[config.mk]
export PLATFORM = sky130hd
export DESIGN_NAME = pos_tracker_flat
export DESIGN_NICKNAME = d
export VERILOG_FILES = /design/src/rtl/pos_if.sv /design/src/rtl/pos_tracker.sv /design/src/flat_wrapper.sv
export SDC_FILE = /design/constraint.sdc
export NUM_CORES = 1
export LEC_CHECK = 0
export CAP_MARGIN = 25
export CORE_AREA = 2 2 122 124
export CTS_CLUSTER_SIZE = 20
export DETAILED_ROUTE_END_ITERATION = 12
export DIE_AREA = 0 0 124 126
export SLEW_MARGIN = 20
export SYNTH_ARGS = -nofsm -noshare
export SYNTH_HDL_FRONTEND = slang
export SYNTH_SLANG_ARGS = --single-unit
[constraint.sdc]
create_clock -name clk -period 3.15 [get_ports clk]
set_clock_uncertainty 0.2 [all_clocks]
set_input_delay 0.315 -clock clk [delete_from_list [all_inputs] [get_ports clk]]
set_output_delay 0.315 -clock clk [all_outputs]
set_load 0.01 [all_outputs]
[src/rtl/pos_if.sv]
// Button/hold inputs and published position bytes of pos_tracker.
// The tracker uses the slave modport; its driver uses the master modport.
interface pos_if;
  logic [4:0] btn_in;
  logic       hold;
  logic [7:0] x_pos;
  logic [7:0] y_pos;
  logic [7:0] status;
  logic       update;

  modport master (output btn_in, hold, input x_pos, y_pos, status, update);
  modport slave  (input btn_in, hold, output x_pos, y_pos, status, update);
endinterface

[src/rtl/pos_tracker.sv]
// Debounced 5-button cursor tracker publishing x_pos/y_pos/status as one coherent snapshot.
// Optional auto-repeat of held direction buttons is enabled by defining POS_AUTOREPEAT_EN.
module pos_tracker #(
  parameter int unsigned DB_CYCLES  = 1000,
  parameter int unsigned X_MAX      = 159,
  parameter int unsigned Y_MAX      = 119,
  parameter int unsigned X_INIT     = 80,
  parameter int unsigned Y_INIT     = 60,
  parameter int unsigned STEP       = 1,
  parameter int unsigned RPT_DELAY  = 5000,
  parameter int unsigned RPT_PERIOD = 2000
) (
  input  logic clk,
  input  logic rst_n,
  pos_if.slave bus
);

  localparam int DB_W = $clog2(DB_CYCLES);
  localparam logic [7:0] X_INIT_B = 8'(X_INIT);
  localparam logic [7:0] Y_INIT_B = 8'(Y_INIT);
  localparam logic [7:0] X_MAX_B  = 8'(X_MAX);
  localparam logic [7:0] Y_MAX_B  = 8'(Y_MAX);
  localparam logic [8:0] STEP_9   = 9'(STEP);
  localparam logic [7:0] ST_RST   = {1'b0,
                                     1'(Y_INIT == 0 || Y_INIT == Y_MAX),
                                     1'(X_INIT == 0 || X_INIT == X_MAX),
                                     5'b0};

  if (DB_CYCLES < 2 || X_MAX > 255 || Y_MAX > 255 || X_INIT > X_MAX || Y_INIT > Y_MAX ||
      STEP < 1 || STEP > 255 || RPT_DELAY < 1 || RPT_PERIOD < 1) begin : g_bad_param
    $error("pos_tracker: illegal parameter combination");
  end

  // ---------------- synchroniser + debounce ----------------
  logic [4:0]      sync1, sync2, dbc;
  logic [DB_W-1:0] db_cnt [5];
  logic [4:0]      accept, press;

  always_comb begin
    for (int i = 0; i < 5; i++)
      accept[i] = (sync2[i] != dbc[i]) && (db_cnt[i] == DB_W'(DB_CYCLES - 1));
    press = accept & sync2 & ~dbc;
  end

  // NOTE: the counter array is tiny and lives in flops, so every element is reset explicitly.
  always_ff @(posedge clk or negedge rst_n) begin
    if (!rst_n) begin
      sync1 <= '0;
      sync2 <= '0;
      dbc   <= '0;
      for (int i = 0; i < 5; i++) db_cnt[i] <= '0;
    end else begin
      // NOTE: non-blocking assignments make sync2 take the old sync1, giving two real flop stages.
      sync1 <= bus.btn_in;
      sync2 <= sync1;
      for (int i = 0; i < 5; i++) begin
        if (sync2[i] == dbc[i]) begin
          db_cnt[i] <= '0;
        end else if (accept[i]) begin
          db_cnt[i] <= '0;
          dbc[i]    <= sync2[i];
        end else begin
          db_cnt[i] <= db_cnt[i] + 1'b1;
        end
      end
    end
  end

  // ---------------- move events: [0]=up [1]=down [2]=left [3]=right ----------------
  logic [3:0] mv_ev;

`ifdef POS_AUTOREPEAT_EN
  localparam int unsigned RPT_MAX = (RPT_DELAY > RPT_PERIOD) ? RPT_DELAY : RPT_PERIOD;
  localparam int RPT_W = $clog2(RPT_MAX + 1);

  logic [RPT_W-1:0] rpt_cnt [4];
  logic [3:0]       rpt_armed, rpt_ev;

  // First repeat waits RPT_DELAY cycles of held level, later ones RPT_PERIOD.
  always_comb begin
    for (int i = 0; i < 4; i++)
      rpt_ev[i] = dbc[i] && (rpt_armed[i] ? (rpt_cnt[i] == RPT_W'(RPT_PERIOD - 1))
                                          : (rpt_cnt[i] == RPT_W'(RPT_DELAY - 1)));
    mv_ev = press[3:0] | rpt_ev;
  end

  always_ff @(posedge clk or negedge rst_n) begin
    if (!rst_n) begin
      rpt_armed <= '0;
      for (int i = 0; i < 4; i++) rpt_cnt[i] <= '0;
    end else begin
      for (int i = 0; i < 4; i++) begin
        if (!dbc[i]) begin
          rpt_cnt[i]   <= '0;
          rpt_armed[i] <= 1'b0;
        end else if (rpt_ev[i]) begin
          rpt_cnt[i]   <= '0;
          rpt_armed[i] <= 1'b1;
        end else begin
          rpt_cnt[i] <= rpt_cnt[i] + 1'b1;
        end
      end
    end
  end
`else
  assign mv_ev = press[3:0];
`endif

  // ---------------- position accumulation ----------------
  function automatic logic [7:0] step_up(input logic [7:0] v, input logic [7:0] lim);
    logic [8:0] s;
    s = {1'b0, v} + STEP_9;
    return (s > {1'b0, lim}) ? lim : s[7:0];
  endfunction

  function automatic logic [7:0] step_dn(input logic [7:0] v);
    logic [8:0] s;
    s = {1'b0, v} - STEP_9;
    return ({1'b0, v} < STEP_9) ? 8'd0 : s[7:0];
  endfunction

  logic [7:0] x, y, x_nxt, y_nxt;
  logic       sel, sel_nxt;

  always_comb begin
    // NOTE: defaults first so every path assigns every output and no latch is inferred.
    x_nxt   = x;
    y_nxt   = y;
    sel_nxt = sel;
    if (press[4]) begin
      x_nxt   = X_INIT_B;
      y_nxt   = Y_INIT_B;
      sel_nxt = ~sel;
    end else begin
      if (mv_ev[0] && !mv_ev[1])      y_nxt = step_up(y, Y_MAX_B);
      else if (mv_ev[1] && !mv_ev[0]) y_nxt = step_dn(y);
      if (mv_ev[3] && !mv_ev[2])      x_nxt = step_up(x, X_MAX_B);
      else if (mv_ev[2] && !mv_ev[3]) x_nxt = step_dn(x);
    end
  end

  always_ff @(posedge clk or negedge rst_n) begin
    if (!rst_n) begin
      x   <= X_INIT_B;
      y   <= Y_INIT_B;
      sel <= 1'b0;
    end else begin
      x   <= x_nxt;
      y   <= y_nxt;
      sel <= sel_nxt;
    end
  end

  // ---------------- publishing ----------------
  logic       xlim, ylim;
  logic [7:0] status_int;
  logic [7:0] x_pub, y_pub, st_pub;
  logic       upd;

  assign xlim       = (x == 8'd0) || (x == X_MAX_B);
  assign ylim       = (y == 8'd0) || (y == Y_MAX_B);
  assign status_int = {sel, ylim, xlim, dbc};

  always_ff @(posedge clk or negedge rst_n) begin
    if (!rst_n) begin
      x_pub  <= X_INIT_B;
      y_pub  <= Y_INIT_B;
      st_pub <= ST_RST;
      upd    <= 1'b0;
    end else begin
      upd <= !bus.hold && ({x, y, status_int} != {x_pub, y_pub, st_pub});
      if (!bus.hold) begin
        x_pub  <= x;
        y_pub  <= y;
        st_pub <= status_int;
      end
    end
  end

  assign bus.x_pos  = x_pub;
  assign bus.y_pos  = y_pub;
  assign bus.status = st_pub;
  assign bus.update = upd;

endmodule

[src/flat_wrapper.sv]
// flat-port wrapper written by rule: the top's interface ports become plain ports
module pos_tracker_flat 
#(
  parameter int unsigned DB_CYCLES  = 1000,
  parameter int unsigned X_MAX      = 159,
  parameter int unsigned Y_MAX      = 119,
  parameter int unsigned X_INIT     = 80,
  parameter int unsigned Y_INIT     = 60,
  parameter int unsigned STEP       = 1,
  parameter int unsigned RPT_DELAY  = 5000,
  parameter int unsigned RPT_PERIOD = 2000
)
  (clk, rst_n, bus_btn_in, bus_hold, bus_x_pos, bus_y_pos, bus_status, bus_update);
  pos_if bus_i ();
  input  logic clk;
  input  logic rst_n;
  input wire logic [$bits(bus_i.btn_in)-1:0] bus_btn_in;
  input wire logic [$bits(bus_i.hold)-1:0] bus_hold;
  output wire logic [$bits(bus_i.x_pos)-1:0] bus_x_pos;
  output wire logic [$bits(bus_i.y_pos)-1:0] bus_y_pos;
  output wire logic [$bits(bus_i.status)-1:0] bus_status;
  output wire logic [$bits(bus_i.update)-1:0] bus_update;
  assign bus_i.btn_in = bus_btn_in;
  assign bus_i.hold = bus_hold;
  assign bus_x_pos = bus_i.x_pos;
  assign bus_y_pos = bus_i.y_pos;
  assign bus_status = bus_i.status;
  assign bus_update = bus_i.update;
  pos_tracker #(.DB_CYCLES(DB_CYCLES), .X_MAX(X_MAX), .Y_MAX(Y_MAX), .X_INIT(X_INIT), .Y_INIT(Y_INIT), .STEP(STEP), .RPT_DELAY(RPT_DELAY), .RPT_PERIOD(RPT_PERIOD)) u_core (.clk(clk), .rst_n(rst_n), .bus(bus_i));
endmodule
==> metrics.md <==
| Metric | Value |
|---|---|
| Actual slew at the worst max-slew pin | `around 0.70 ns` |
| CP Cell Sequence | `ha_1, nand4b_1, nor4_1, nand2_1, ha_1, a21oi_1, a221o_1, o21ai_0, a221oi_1` |
| Net Sw Frac | `0.227` |
| Post-CTS Setup Bufs | `0` |
| Post-synthesis cell count | `601` |
| Total Neg Setup Slack | `0 ns` |
| Detail Route Antenna Nets | `0` |
| Buffers & Inverters on Critical Path | `0` |
| Initial DRC Count | `between 200 and 250` |
| Area taken by multi-input logic gates | `about 2900 um^2` |
| Clock Tree Root | `clkbuf_16` |
| CP endpoint kind | `flop` |
| Final Cycle Share | `0.912` |
| Proportion of layout cells with a drive suffix above 1 | `0.103` |
| # H-tree levels | `3` |
| Final GP Congestion | `0.923` |
| Post-synth EDFFs | `0` |
| Ant. Diodes | `0` |
| Max-slew violations | `0` |
| Clk pin slew, worst setup/hold paths | `roughly 0.07 ns` |
| Seq pwr share | `0.532` |
| Register area | `about 2700 um^2` |
| Num rows | `44` |
| Worst-Skew Late Latency | `0.36 ns` |
| DIE HEIGHT | `126 um` |
| DRC violations left | `0` |
| DP HPWL | `8460 um` |
| Die ar. | `15600 um^2` |
| Minimum clock period | `around 2.9 ns` |
| Unrepaired setup endpoints after global routing | `no` |
| FFs w/ async S/R, synth | `1.00` |
| Pwr Density | `around 400 nW/um^2` |
| Leakage power | `between 2 and 3 nW` |
| Cts bufs inserted | `9` |
| Clk pwr share | `0.432` |
| Yosys reg bits | `about 110` |
| I/O Pins | `33` |
| Tightest Hold Check Type | `reg2reg` |
| Maximum fanout along the worst path | `5` |
| Setup CP Type | `reg2reg` |
| Warnings, synthesis | `0` |
| Sink Count | `107` |
| Synth top area cells | `dfrtp_1 (41%), xor2_1 (6.8%), dfstp_2 (5.5%)` |
| Routed WL per cell | `between 15 and 20 um` |
| Net switching power figure | `0.604 mW` |
| Synth area leader | `dfrtp_1` |
| Area grow syn2layout | `13.2%` |
| Vias in the first global route | `~4200` |
| Die Wd | `124 um` |
| Yosys top cell area share | `0.411` |
| Congestion Overflow GR | `0` |
| Slew HR | `0.528` |
| Synthesized cell area | `5780 um^2` |
| Largest net degree at the start of global routing | `108` |
| Total Power | `2.66 mW` |
| DR pass1 iterations | `5` |
| Core Footprint | `between 10000 and 15000 um^2` |
| Drt total wl | `approximately 12000 um` |
| Syn_nets | `about 620` |
| Mean area per synthesized cell | `9.62 um^2` |
| Post-CTS Hold Fix Bufs | `1` |
| Status | `finished clean` |
| Crit-path slowest cell | `nor4_1` |
| Setup crit start kind | `flop` |
| Post-synth cell types | `59` |
| # fillers | `about 1400` |
| Main synth FF type | `dfrtp_1` |
| Final setup vio count | `0` |
| Critical Path RT | `between 3 and 4 ns` |
| Final Hold Violating Endpoints | `0` |
| Port Buffers | `32` |
| Fmax achieved | `approximately 350 MHz` |
| CTS tree | `built` |
| Seq/Total Area, Yosys | `0.466` |
| First-pass GRT wire length | `21200 um` |
| Nets | `about 640` |
| CP max stage delay | `0.47 ns` |
| DR vias | `4321` |
| Worst EP arrival | `a little under 3 ns` |
| Number of gates resized after cts | `0` |
| Crit-path leading delay family | `compound AO/OA/AOI/OAI gates` |
| Buffer depth of the longest clock path | `2` |
| Initial antenna violation count | `0` |
| CP most frequent cell | `ha_1` |
| Pint | `~2.1 mW` |
| Peak VDD IR | `~0.29 mV` |
| MaxCap Viol Count | `0` |
| Logic pwr share | `0.037` |
| Starting density of the core | `0.404` |
| Via density | `around 5.4` |
| Overall routing resource usage | `0.172` |
## path summary, 6_finish.rpt
check                                       start                  end  slack [ns]  cells past startpoint
worst max-delay path            u_core.db_cnt[20]          u_core.x[2]        0.28                      9
worst min-delay path              u_core.sync1[1]      u_core.sync2[1]        0.15                      0
worst max register to register  u_core.db_cnt[20]          u_core.x[2]        0.28                      9
worst min register to register    u_core.sync1[1]      u_core.sync2[1]        0.15                      0
max in group asynchronous                   rst_n  u_core.bus.y_pos[7]        1.95                      3
min in group asynchronous                   rst_n    u_core.db_cnt[40]        0.35                      3
## cells by family after synthesis
kind of cell             count (synthesis)  share of synthesized area
AND/OR/NAND/NOR                        233                      0.201
flip-flops                             107                      0.466
AO/OA/AOI/OAI                           96                      0.105
XOR/XNOR                                76                      0.115
buffers and inverters                   53                     0.0405
multiplexers                            21                     0.0402
adder cells (fa/ha/maj)                 15                     0.0325
## state kept, by name, indices dropped and copies added, names as in the netlist
| register | flops |
|---|---|
| u_core.y | 8 |
| u_core.bus.status | 8 |
| u_core.db_cnt | 50 |
| u_core.sync2 | 5 |
| u_core.bus.x_pos | 8 |
| u_core.bus.y_pos | 8 |
| u_core.dbc | 5 |
| u_core.x | 8 |
| u_core.sel | 1 |
| u_core.sync1 | 5 |
| u_core.bus.update | 1 |
## through the flow
| stage | std cells | util | setup slack [ns] | cell area (um^2) | hold WS [ns] |
|---|---|---|---|---|---|
| final | 807 | 0.457 | 0.278 | 6550 | 0.151 |
| after global routing | 807 | 0.457 | 0.115 | 6550 | 0.163 |
| after CTS | 807 | 0.457 | 0.331 | 6550 | 0.152 |
| after detailed placement | 790 | 0.436 | 0.353 | 6240 | 0.135 |
| after global placement | 790 | 0.436 | 0.540 | 6240 | 0.138 |
| after floorplan | 601 | - | 0.659 | 5780 | -0.181 |
## power by group through the flow
stage,Sequential (mW),Combinational [mW],Clock [mW]
after floorplan,1.44,0.0473,0
after global placement,1.44,0.0983,0
after detailed placement,1.44,0.100,0
after CTS,1.41,0.102,1.19
after global routing,1.42,0.113,1.25
final,1.41,0.0974,1.15
## cells in the final DEF, fill, tap and decap left out, types with 9 or more instances in the layout
master           count
clkbuf_16            9
clkdlybuf4s50_1     31
mux2_2              18
nand4_1             12
dfrtp_1             95
o21ai_0             38
inv_1               18
xor2_1              45
nor2_1              68
nor3_1              15
nand3_1             25
nand2_1             51
xnor2_1             31
and3_1              10
ha_1                15
a21oi_1             22
dfstp_2             12
## synth_stat cells (3+ instances only)
library cell  count
inv_1            18
nand2_1          51
nor2_1           68
xor2_1           45
nand2b_1          3
xnor2_1          31
nor4b_1           3
and3_1           10
nand4b_1          4
mux2i_1           3
ha_1             15
nor3_1           15
or3_1             7
o21ai_0          38
mux2_2           18
buf_1             4
or2_2             5
o211ai_1          3
a21oi_1          22
nand3_1          25
nor4_1            8
dfrtp_1          95
buf_4             3
a221oi_1          5
and2_1            8
nand4_1          12
a31oi_1           6
nor3b_1           4
clkbuf_1         19
dfstp_2          12
buf_2             7
## per-layer routing
| layer | global-route usage | share of wire |
|---|---|---|
| met1 | 0.250 | 0.47 |
| met2 | 0.257 | 0.47 |
| met5 | 0 | 0 |
| met4 | 0.0621 | 0.015 |
| met3 | 0.0317 | 0.045 |
## layout make-up
class,instances,share of cell area
clock buffer,10,0.0350
inverter,18,0.0103
clock inverter,6,0.0109
sequential,107,0.411
tap,184,0.0352
multi-input combinational,441,0.436
timing repair buffer,41,0.0612
Power figures use the tool's default switching activity.
==> patch 1: new RTL, config.mk and constraints unchanged <==
Build with the macro `POS_AUTOREPEAT_EN` defined.
--- a/src/rtl/pos_tracker.sv
+++ b/src/rtl/pos_tracker.sv
@@ -1,4 +1,6 @@
 // Debounced 5-button cursor tracker publishing x_pos/y_pos/status as one coherent snapshot.
 // Optional auto-repeat of held direction buttons is enabled by defining POS_AUTOREPEAT_EN.
+`define POS_AUTOREPEAT_EN
+
 module pos_tracker #(
   parameter int unsigned DB_CYCLES  = 1000,
Check against the original RTL: no difference found for any inputs over 10 cycles, from zero or initial values and one cycle with rst_n low; that may be too few to reach the edited logic, so the function may still have changed.
==> patch 1 against the original RTL <==
Power grew 68%. Routed wire length up 39%. Area after synthesis up 43%. Sequential share of layout area grew 1.7 points. Sequential cell count is 56 higher. Non-clock buffer count up 8. Global-route usage up 6.1 points. Design area is 46% higher. Worst setup slack worse by 0.13 ns. Synthesized cell count increased by 41%. Highest routed layer unchanged. Critical endpoint is now u_core.x[3].
==> patch 1: results (changes against the original RTL) <==
----------------------------------------------------
[Cells and area]
  Count of non-filler cells in the finished layout ... 1076 (was 807)
  Final-layout fill cell count ... 1114 (was 1366)
  Fraction of layout cells with a size suffix above 1 ... 11.5% (was 10.3%)
  Total Nets Final ... 906 (was 641)

[Critical path]
  Largest fanout of any net on the critical path ... 6 (was 5)
  Worst path arrival time ... 3.13 ns (was 2.90 ns)
  Worst path slowest cell ... sky130_fd_sc_hd__dfrtp_1 (was sky130_fd_sc_hd__nor4_1)
  Worst reg-to-reg setup slack ... 0.15 ns (was 0.28 ns)
  Logic depth of the worst register-to-register path ... 15 (was 9)
  Capturing element of the worst setup path ... u_core.x[3] (was u_core.x[2])

[CTS]
  CTS-repair resized insts ... 1 (was 0)
  Number of clock buffers inserted by TritonCTS ... 17 (was 9)
  H-tree levels ... 4 (was 3)

[Synthesis]
  Most frequent cells after synthesis ... 151 x sky130_fd_sc_hd__dfrtp_1, 124 x sky130_fd_sc_hd__nor2_1, 81 x sky130_fd_sc_hd__nand2_1 (was 95 x sky130_fd_sc_hd__dfrtp_1, 68 x sky130_fd_sc_hd__nor2_1, 51 x sky130_fd_sc_hd__nand2_1)
  Synthesized net count ... 876 (was 624)
  Number of unique standard cell types used by synthesis ... 62 (was 59)
  Part of the Yosys area used for sequential elements ... 49.4% (was 46.6%)
  Synth area leaders ... sky130_fd_sc_hd__dfrtp_1 46%, sky130_fd_sc_hd__xor2_1 7.6%, sky130_fd_sc_hd__nor2_1 5.6%, sky130_fd_sc_hd__xnor2_1 4.3%, sky130_fd_sc_hd__dfstp_2 3.8% (was sky130_fd_sc_hd__dfrtp_1 41%, sky130_fd_sc_hd__xor2_1 6.8%, sky130_fd_sc_hd__dfstp_2 5.5%, sky130_fd_sc_hd__xnor2_1 4.7%, sky130_fd_sc_hd__nor2_1 4.4%)
  Number of standard cells after synthesis ... 849 (was 601)

[Pwr]
  Highest ir drop seen on vdd ... 0.000382 V (was 0.000293 V)
  Static leakage ... 4.16 nW (was 2.85 nW)

[Timing]
  Slew headroom ... 50.0% (was 52.8%)

[Global route]
  Number of global-route vias before repair ... 6124 (was 4231)
  Wire length of the first global-routing pass ... 29000 um (was 21200 um)

[Route]
  Starting DRC count in detailed routing ... 299 (was 205)

[Min path]
  Worst hold-check path type ... input port to register (was register to register)

[Placed design]
  Placer Congestion ... 0.901 (was 0.923)
  Half-perimeter wire length of the detailed placement result ... 11700 um (was 8460 um)

[Status]
  Result of the run ... finished, final reports clean (unchanged)

----------------------------------------------------
[patch 1: cell count changes after synthesis, moves of 5 or more]
cell,change
sky130_fd_sc_hd__xnor2_1,+10
sky130_fd_sc_hd__o21ai_0,-11
sky130_fd_sc_hd__and2_1,-5
sky130_fd_sc_hd__nor4_1,+6
sky130_fd_sc_hd__nand3_1,+22
sky130_fd_sc_hd__nor2_1,+56
sky130_fd_sc_hd__clkbuf_1,+6
sky130_fd_sc_hd__nand4_1,+5
sky130_fd_sc_hd__and3_1,+16
sky130_fd_sc_hd__xor2_1,+27
sky130_fd_sc_hd__dfrtp_1,+56
sky130_fd_sc_hd__o21ai_1,+9
sky130_fd_sc_hd__a21oi_1,+5
sky130_fd_sc_hd__nand2_1,+30
[patch 1: power by group through the flow]
stage          logic, mW  registers (mW)  clock network [mW]
6_report           0.121            2.14                2.22
3_5_place_dp       0.122            2.18                   0
5_1_grt            0.142            2.14                2.36
4_1_cts            0.124            2.14                2.28
2_1_floorplan     0.0482            2.17                   0
3_3_place_gp       0.118            2.18                   0
[patch 1: how the worst min path moves through the flow]
stage               slack [ns]                    to       startpoint
finish                    0.12       u_core.sync1[4]    bus_btn_in[4]
global route              0.10       u_core.sync1[2]    bus_btn_in[2]
CTS                       0.11       u_core.sync1[2]    bus_btn_in[2]
detailed placement        0.14       u_core.sync2[2]  u_core.sync1[2]
global placement          0.14     u_core.db_cnt[46]            rst_n
floorplan                -0.18  u_core.bus.status[0]            rst_n
[patch 1: cell families (layout without fill, tap and decap cells)]
kind of cell	Yosys count	in the layout	synth area share (%)
AO/OA/AOI/OAI	107	107	8.38
XOR/XNOR	113	113	11.9
adder cells (fa/ha/maj)	19	19	2.87
buffers and inverters	59	102	3.12
flip-flops	163	163	49.4
multiplexers	19	19	2.55
AND/OR/NAND/NOR	369	369	21.8
[patch 1: cell type report]
cell class / count / area share, %
Sequential cell: 163 / 42.8
Multi-Input combinational cell: 627 / 42.4
Timing Repair Buffer: 49 / 4.86
Clock buffer: 18 / 4.60
Tap cell: 184 / 2.41
Clock inverter: 14 / 2.11
Inverter: 21 / 0.825
[patch 1: through the flow]
stage	total power, mW	cell area (sq um)	hold WS [ns]	setup WS, ns	setup TNS, ns
after floorplan	2.22	8290	-0.181	0.165	0
after global routing	4.65	9550	0.104	0.0110	0
after CTS	4.54	9440	0.108	0.0431	0
final	4.48	9550	0.122	0.146	0
after detailed placement	2.30	8780	0.137	-0.0207	-0.0207
after global placement	2.29	8780	0.136	0.0845	0
[patch 1: routing by layer]
metal / global-route usage, % / share of wire (%) / vias up
met4: 7.27 / 1.5 / 0
met5: 0 / 0 / -
li1: - / - / 2985
met3: 5.98 / 3.7 / 17
met2: 37.3 / 49 / 129
met1: 31.3 / 46 / 3013
==> patch 2: new RTL, same settings <==
Made on the original files. `DB_CYCLES` is set to 1000 in 2 places; all go to 2000.
--- a/src/rtl/pos_tracker.sv
+++ b/src/rtl/pos_tracker.sv
@@ -2,5 +2,5 @@
 // Optional auto-repeat of held direction buttons is enabled by defining POS_AUTOREPEAT_EN.
 module pos_tracker #(
-  parameter int unsigned DB_CYCLES  = 1000,
+  parameter int unsigned DB_CYCLES  = 2000,
   parameter int unsigned X_MAX      = 159,
   parameter int unsigned Y_MAX      = 119,
--- a/src/flat_wrapper.sv
+++ b/src/flat_wrapper.sv
@@ -2,5 +2,5 @@
 module pos_tracker_flat 
 #(
-  parameter int unsigned DB_CYCLES  = 1000,
+  parameter int unsigned DB_CYCLES  = 2000,
   parameter int unsigned X_MAX      = 159,
   parameter int unsigned Y_MAX      = 119,
Behaviour: no difference found for any inputs over 10 cycles, from zero or initial values and one cycle with rst_n low; that may be too few to reach the edited logic, so the function may still have changed.
==> patch 2 against the original RTL <==
Maximum frequency is 3.1% lower. Worst setup slack worse by 0.093 ns. Routed wire length grew 0.89%. First-iteration DRC count grew 59%. Critical endpoint is now u_core.y[6]. Critical path type unchanged. Synthesized cell count increased by 0.50%. Sequential cell count rose by 5. Power up 2.9%. Core utilization up 1.5 points. Via count grew 2.5%. Design area increased by 3.2%. Area after synthesis rose by 1.7%.
==> patch 2: results (changes against the original RTL) <==
----------------------------------------------------
[Critical path]
  Worst path arrival time ... 3.01 ns (was 2.90 ns)
  Beginning of the worst register-to-register path ... u_core.db_cnt[33] (was u_core.db_cnt[20])
  Slowest Stage Delay on Critical Path ... 0.61 ns (was 0.47 ns)
  Capturing point of the worst reg2reg path ... u_core.y[6] (was u_core.x[2])
  Largest fanout of any net on the critical path ... 9 (was 5)

[Synthesis]
  Most frequent cells after synthesis ... 100 x sky130_fd_sc_hd__dfrtp_1, 76 x sky130_fd_sc_hd__nor2_1, 47 x sky130_fd_sc_hd__nand2_1, 47 x sky130_fd_sc_hd__xor2_1 (was 95 x sky130_fd_sc_hd__dfrtp_1, 68 x sky130_fd_sc_hd__nor2_1, 51 x sky130_fd_sc_hd__nand2_1)
  Synthesized net count ... 627 (was 624)
  Number of standard cells after synthesis ... 604 (was 601)
  Number of unique standard cell types used by synthesis ... 58 (was 59)
  Part of the Yosys area used for sequential elements ... 47.9% (was 46.6%)
  Post-synthesis share of cell area spent on full adders, half adders and majority gates ... 3.19% (was 3.25%)
  Share of the synthesized area in compound gates (AO/OA/AOI/OAI) ... 9.00% (was 10.5%)
  Mux cell area share after synthesis ... 3.96% (was 4.02%)
  Synth area leaders ... sky130_fd_sc_hd__dfrtp_1 43%, sky130_fd_sc_hd__xor2_1 7.0%, sky130_fd_sc_hd__dfstp_2 5.4%, sky130_fd_sc_hd__xnor2_1 5.2%, sky130_fd_sc_hd__nor2_1 4.8% (was sky130_fd_sc_hd__dfrtp_1 41%, sky130_fd_sc_hd__xor2_1 6.8%, sky130_fd_sc_hd__dfstp_2 5.5%, sky130_fd_sc_hd__xnor2_1 4.7%, sky130_fd_sc_hd__nor2_1 4.4%)

[Placed design]
  Pre-CTS worst setup slack ... 0.137 ns (was 0.353 ns)
  Placer Congestion ... 0.848 (was 0.923)
  Half-perimeter wire length of the detailed placement result ... 8540 um (was 8460 um)
  Total placed cells including tap cells ... 805 (was 790)

[Cells and area]
  Flip-flop count of the largest register after layout ... 55 (was 50)
  Count of non-filler cells in the finished layout ... 824 (was 807)

[Route]
  Starting DRC count in detailed routing ... 325 (was 205)
  Detailed-routing iteration count for the pre-antenna-repair pass ... 4 (was 5)
  Total number of vias ... 4428 (was 4321)

[Status]
  Result of the run ... finished, final reports clean (unchanged)

[Pwr]
  Static leakage ... 3.01 nW (was 2.85 nW)
  Switching fraction of total power ... 21.8% (was 22.7%)
  Highest ir drop seen on vdd ... 0.000244 V (was 0.000293 V)

[Global route]
  Wire length of the first global-routing pass ... 21200 um (about the same)
  Largest net degree at the start of global routing ... 59 (was 108)
  Number of global-route vias before repair ... 4400 (was 4231)
  Global router's overall resource usage ... 17.1% (was 17.2%)

[Timing]
  Transition time at the pin with the least slew margin ... 0.706 ns (was 0.704 ns)

[Min path]
  Min-Delay Endpoint ... u_core.sync2[3] (was u_core.sync2[1])
  Beginning of the worst hold path ... u_core.sync1[3] (was u_core.sync1[1])

----------------------------------------------------
-- patch 2: critical path: cells and delay by family, from the launching register on --
kind            cells  cell delay, ns
fa+ha+maj           2            0.54
flops               1            0.37
simple gates        8            1.64
compound gates      1            0.10
-- patch 2: worst max path at each step --
stage          depth (start not counted)         startpoint           to  slack (ns)
6_report                              11  u_core.db_cnt[33]  u_core.y[6]        0.19
5_1_grt                               11  u_core.db_cnt[33]  u_core.y[6]       -0.01
4_1_cts                               11  u_core.db_cnt[33]  u_core.y[6]        0.13
3_5_place_dp                          11  u_core.db_cnt[33]  u_core.y[6]        0.14
3_3_place_gp                           9  u_core.db_cnt[11]  u_core.x[3]        0.18
2_1_floorplan                         11  u_core.db_cnt[22]  u_core.x[5]        0.25
-- patch 2: stage by stage --
stage                     instance area [sq um]  hold WS (ns)  utilization, %  setup TNS [ns]  power (mW)
after floorplan                            5880        -0.181               -               0        1.55
after global placement                     6430         0.133            44.9               0        1.61
after detailed placement                   6430         0.135            44.9               0        1.61
after CTS                                  6740         0.151            47.1               0        2.78
after global routing                       6760         0.155            47.2         -0.0144        2.85
final                                      6760         0.150            47.2               0        2.74
-- patch 2: routing by layer --
metal / part of all wire, % / track usage [%] / wire [um] / vias to the layer above
met5: 0 / 0 / 0 / -
met4: 2.6 / 8.00 / 321 / 0
met3: 4.3 / 2.99 / 526 / 22
met2: 45 / 25.0 / 5530 / 101
met1: 48 / 24.5 / 5950 / 2150
li1: - / - / - / 2155
-- patch 2: cells by family after synthesis --
group	count (synthesis)
muxes	21
buffers and inverters	41
xor gates and xnor gates	82
DFF	112
and+or+nand+nor	250
AOI/OAI and AO/OA	83
adders and majority gates	15
-- patch 2: timing repair --
action                                  4_1_cts  5_1_grt
hold endpoints to repair                     50        0
setup buffers                                 0        2
hold buffers                                  1        0
gates resized for setup                       0        3
endpoints found under the setup margin        0        5
-- patch 2: cell type report --
type / instances / area share, %
tap: 184 / 3.41
sequential: 112 / 41.7
clock inverter: 3 / 0.648
clock buffer: 13 / 3.70
inverter: 14 / 0.777
multi-input combinational: 451 / 43.2
timing repair buffer: 47 / 6.59
-- patch 2: power by group through the flow --
stage	Sequential (mW)	Combinational, mW	Clock, mW
6_report	1.48	0.101	1.16
3_5_place_dp	1.51	0.102	0
5_1_grt	1.48	0.119	1.25
3_3_place_gp	1.51	0.0995	0
2_1_floorplan	1.50	0.0472	0
4_1_cts	1.48	0.104	1.20
